<file path="config.mk">
export PLATFORM = sky130hd
export DESIGN_NAME = muldiv_ctrl_flat
export DESIGN_NICKNAME = d
export VERILOG_FILES = /design/src/rtl/muldiv_ctrl_if.sv /design/src/rtl/muldiv_ctrl.sv /design/src/flat_wrapper.sv
export SDC_FILE = /design/constraint.sdc
export NUM_CORES = 1
export LEC_CHECK = 0
export ABC_AREA = 1
export BUFFER_PORTS_ARGS = -buffer_cell sky130_fd_sc_hd__buf_2
export CORE_MARGIN = 2
export CORE_UTILIZATION = 45
export CTS_CLUSTER_SIZE = 16
export DETAILED_ROUTE_END_ITERATION = 10
export HOLD_SLACK_MARGIN = 0.1
export PLACE_DENSITY = 0.67
export SETUP_SLACK_MARGIN = 0.1
export SYNTH_ARGS = -nofsm -noshare
export SYNTH_HDL_FRONTEND = slang
export SYNTH_SLANG_ARGS = --single-unit
</file>
<file path="constraint.sdc">
create_clock -name clk -period 1.9 [get_ports clk]
set_input_delay 0.285 -clock clk [delete_from_list [all_inputs] [get_ports clk]]
set_output_delay 0.285 -clock clk [all_outputs]
set_load 0.01 [all_outputs]
</file>
<file path="src/rtl/muldiv_ctrl_if.sv">
// muldiv_ctrl_if: EX-stage handshake between the pipeline and the multiply/divide controller.
interface muldiv_ctrl_if;
    logic ismultE, isdivE, signedE, divzeroE, flushE;
    logic mulstart, divstart, signedop, stallmdE, hilovalid, busy, cancel;
    modport master (
        output ismultE, isdivE, signedE, divzeroE, flushE,
        input  mulstart, divstart, signedop, stallmdE, hilovalid, busy, cancel
    );
    modport slave (
        input  ismultE, isdivE, signedE, divzeroE, flushE,
        output mulstart, divstart, signedop, stallmdE, hilovalid, busy, cancel
    );
endinterface

</file>
<file path="src/rtl/muldiv_ctrl.sv">
// muldiv_ctrl: sequences multiply/divide units, stalls EX until HI/LO is ready.
// Define MULDIV_DIVZERO_EN to short-circuit divide-by-zero straight to DONE.
module muldiv_ctrl #(
    parameter int MUL_LAT = 2,
    parameter int DIV_LAT = 32
) (
    input logic clk,
    input logic rst,
    muldiv_ctrl_if.slave bus
);
    typedef enum logic [1:0] {IDLE, MUL, DIV, DONE} state_t;
    localparam logic [5:0] MUL_LD = 6'(MUL_LAT - 1);
    localparam logic [5:0] DIV_LD = 6'(DIV_LAT - 1);
    state_t r_state, w_next;
    logic [5:0] r_cnt, w_cnt;
    logic r_signed, w_signed, w_acc, w_dz, w_busy, w_run, w_flush;
    always_comb begin
        w_busy = r_state != IDLE;
        w_run = r_state == MUL || r_state == DIV;
        w_flush = w_busy && bus.flushE;
        // Gating with rst keeps the combinational start/stall paths at 0 during reset.
        w_acc = rst && !w_busy && (bus.ismultE || bus.isdivE) && !bus.flushE;
`ifdef MULDIV_DIVZERO_EN
        w_dz = w_acc && bus.isdivE && bus.divzeroE;
`else
        w_dz = 1'b0;
`endif
        w_next = w_flush ? IDLE :
                 !w_busy ? (w_acc ? (w_dz ? DONE : bus.isdivE ? DIV : MUL) : IDLE) :
                 r_state == DONE ? IDLE :
                 r_cnt <= 6'd1 ? DONE : r_state;
        w_cnt = w_acc ? (bus.isdivE ? DIV_LD : MUL_LD) :
                w_next == IDLE ? 6'd0 :
                (w_run && r_cnt != 6'd0) ? r_cnt - 6'd1 : r_cnt;
        w_signed = w_acc ? bus.signedE : (w_next == IDLE ? 1'b0 : r_signed);
        bus.mulstart = w_acc && !bus.isdivE;
        bus.divstart = w_acc && bus.isdivE && !w_dz;
        bus.stallmdE = w_acc || (w_run && !bus.flushE);
        bus.hilovalid = r_state == DONE && !bus.flushE;
        bus.busy = w_busy;
        bus.cancel = w_flush;
        bus.signedop = r_signed;
    end
    always_ff @(posedge clk or negedge rst) begin
        if (!rst) begin
            r_state <= IDLE;
            r_cnt <= 6'd0;
            r_signed <= 1'b0;
        end else begin
            r_state <= w_next;
            r_cnt <= w_cnt;
            r_signed <= w_signed;
        end
    end
endmodule

</file>
<file path="src/flat_wrapper.sv">
// flat-port wrapper written by rule: the top's interface ports become plain ports
module muldiv_ctrl_flat 
#(
    parameter int MUL_LAT = 2,
    parameter int DIV_LAT = 32
)
  (clk, rst, bus_ismultE, bus_isdivE, bus_signedE, bus_divzeroE, bus_flushE, bus_mulstart, bus_divstart, bus_signedop, bus_stallmdE, bus_hilovalid, bus_busy, bus_cancel);
  muldiv_ctrl_if bus_i ();
  input logic clk;
  input logic rst;
  input wire logic [$bits(bus_i.ismultE)-1:0] bus_ismultE;
  input wire logic [$bits(bus_i.isdivE)-1:0] bus_isdivE;
  input wire logic [$bits(bus_i.signedE)-1:0] bus_signedE;
  input wire logic [$bits(bus_i.divzeroE)-1:0] bus_divzeroE;
  input wire logic [$bits(bus_i.flushE)-1:0] bus_flushE;
  output wire logic [$bits(bus_i.mulstart)-1:0] bus_mulstart;
  output wire logic [$bits(bus_i.divstart)-1:0] bus_divstart;
  output wire logic [$bits(bus_i.signedop)-1:0] bus_signedop;
  output wire logic [$bits(bus_i.stallmdE)-1:0] bus_stallmdE;
  output wire logic [$bits(bus_i.hilovalid)-1:0] bus_hilovalid;
  output wire logic [$bits(bus_i.busy)-1:0] bus_busy;
  output wire logic [$bits(bus_i.cancel)-1:0] bus_cancel;
  assign bus_i.ismultE = bus_ismultE;
  assign bus_i.isdivE = bus_isdivE;
  assign bus_i.signedE = bus_signedE;
  assign bus_i.divzeroE = bus_divzeroE;
  assign bus_i.flushE = bus_flushE;
  assign bus_mulstart = bus_i.mulstart;
  assign bus_divstart = bus_i.divstart;
  assign bus_signedop = bus_i.signedop;
  assign bus_stallmdE = bus_i.stallmdE;
  assign bus_hilovalid = bus_i.hilovalid;
  assign bus_busy = bus_i.busy;
  assign bus_cancel = bus_i.cancel;
  muldiv_ctrl #(.MUL_LAT(MUL_LAT), .DIV_LAT(DIV_LAT)) u_core (.clk(clk), .rst(rst), .bus(bus_i));
endmodule
</file>
==> impl_metrics.ini <==
[layout]
drive_gt1_share_pct = 35.77
diodes = 0
fin_cells = 139
fin_util_pct = 63.61
finish.net_count = 136
synthToLayoutAreaGrowth_pct = 35.51
final_common_cell = nand2_1
mostFrequentLayoutCells = 28 x nand2_1, 14 x inv_1, 11 x buf_2, 11 x buf_4, 9 x dfrtp_1

[floorplanning]
num_rows = 14
die_w_um = 43.18
start_util_pct = 46.94
fp.dieArea_mm2 = 0.001864
die_h_um = 43.18
core-area_mm2 = 0.001471
ios = 14

[min_path]
worstHoldPathType = primary input to flop
min_path_cells = 3

[sta]
finalSetupTns_ns = 0
period_share_pct = 91.83
relSlewSlack_pct = 85.64
fmax_mhz = 573.1
rsz0062_at_grt = no
setup_viol = 0
finClkSkew_ns = 0.001294
hold_violations = 0
tightest_slew_ns = 0.2138
hold_slack_ns = 0.2687
drv_slew = 0
min_period_ns = 1.745

[place]
io_buffers = 12
place_inst = 124
gp_congestion = 0.7941
hpwl_mm = 1.035

[synthesis]
syn_inst = 95
synth_warnings = 0
syn-num-nets = 107
syn_avg_cell_area_um2 = 7.270
synth.distinct_cells = 20
synth-edff-count = 0
synth.cell_area_um2 = 690.7
async_flop_share_pct = 100.0
ys_seq_area_share_pct = 32.61
synth_ff_type = dfrtp_1
synth.ff_latch_count = 9

[worst_setup_path]
worstSetupPathType = flop to primary output
startpoint = u_core.r_state[1]
r2r_setup_slack_ns = 0.23
critPathMaxFanout = 3
worstSetupStartpointType = flop
r2r_end = u_core.r_cnt[3]
endpoint = bus_stallmdE
cp.required_ns = 1.62
cp.arrival_ns = 1.46
critPathCaptureType = primary output
reg2regPathDepth = 12
r2r_start = u_core.r_state[1]

[clock_tree]
cts_buffers = 3
cts_htree_levels = 1
worstSkewPairLatency_ns = 0.26
cts_tree = yes
clkTransAtPathRegs_ns = 0.06
cts_root_buf = clkbuf_4
cts.path.max_buffers = 2
cts.sinks = 9

[global_route]
grt_max_degree = 10
grt_pass1_wl_mm = 2.649
antenna_found_initial = 0
grt_overflow = 0
grt_usage_pct = 19.98
grt_pass1_vias = 592

[drt]
drt_iter0_drc = 4
drc = 0
wl_mm = 1.686
vias = 664
firstDrtPassIters = 4
vias_per_cell = 4.777
postRouteAntennaNets = 0
wl_per_cell_um = 12.13

[power]
p_per_area_mw_per_mm2 = 1287
cellLeakagePower_nw = 0.5612
peakVddDrop_uv = 655.6
finalPower_w = 0.001204

[run_status]
outcome = complete, no violations

[run]
cap_violations = 0
-- timing repair --
action | in CTS | in global routing
endpoints found under the hold margin | 9 | 0
gates resized for setup | 10 | 5
setup buffers | 7 | 3
setup endpoints to repair | 7 | 7
pin swaps | 3 | 2
hold buffers | 1 | 0
-- critical path, cell delays in order, from the launching register on --
cell and delay, ns:
dfrtp_1 0.40, inv_2 0.09, ha_4 0.15, nand2_2 0.07, nor2_4 0.12, nand2_4 0.09
buf_6 0.13, nand2_2 0.05, buf_6 0.10
-- sequential cells by signal, summed over array words and instances (netlist names) --
signal / flops
u_core.bus.signedop: 1
u_core.r_cnt: 6
u_core.r_state: 2
-- Yosys cell counts (2+ instances only) --
cell | number | area, um^2
dfrtp_1 | 9 | 225.2
ha_1 | 5 | 62.56
inv_1 | 17 | 63.81
nand2_1 | 30 | 112.6
nand3_1 | 8 | 40.04
nor2_1 | 10 | 37.54
xnor2_1 | 2 | 17.52
xor2_1 | 2 | 17.52
-- per-layer routing --
| layer | track usage, % | vias to the layer above | wire (um) |
|---|---|---|---|
| li1 | - | 341 | - |
| met1 | 22.57 | 305 | 676 |
| met2 | 35.52 | 14 | 913 |
| met3 | 7.660 | 4 | 65 |
| met4 | 3.636 | 0 | 29 |
| met5 | 0 | - | 0 |
-- kinds of logic (layout without fill, tap and decap cells) --
kind of cell | after synthesis | count (layout) | share of synthesized area [%]
simple gates | 54 | 54 | 35.87
buf+inv | 19 | 47 | 11.78
compound gates | 4 | 4 | 5.616
xor+xnor | 4 | 4 | 5.073
fa+ha+maj | 5 | 5 | 9.058
flops | 9 | 9 | 32.61
-- how the worst min path moves through the flow --
stage | startpoint | to | slack [ns]
2_1_floorplan | rst | u_core.bus.signedop | -0.01
3_3_place_gp | rst | u_core.r_cnt[5] | 0.22
3_5_place_dp | rst | u_core.r_cnt[5] | 0.22
4_1_cts | bus_signedE | u_core.bus.signedop | 0.26
5_1_grt | bus_signedE | u_core.bus.signedop | 0.28
6_report | bus_signedE | u_core.bus.signedop | 0.27
-- through the flow --
step / setup WS [ns] / instance area, um^2
after global placement: 0.09645 / 774.5
final: 0.1553 / 935.9
after CTS: 0.1254 / 897.1
after floorplan: 0.2494 / 690.7
after global routing: 0.09980 / 935.9
after detailed placement: 0.07605 / 774.5
-- power by group --
part / leakage (nW) / switching [W] / internal [W]
Clock: 0.0150 / 0.0000637 / 0.0000807
Combinational: 0.426 / 0.000436 / 0.000331
Sequential: 0.121 / 0.0000490 / 0.000244
-- final cells by class --
class	instances	area (um^2)
well taps	16	20.02
clock buffers	4	26.28
flip-flops and latches	9	225.2
multi-input cells	67	424.2
inverters	18	70.07
fillers	131	535.5
repair buffers	25	170.2
(Power assumes the default switching activity.)
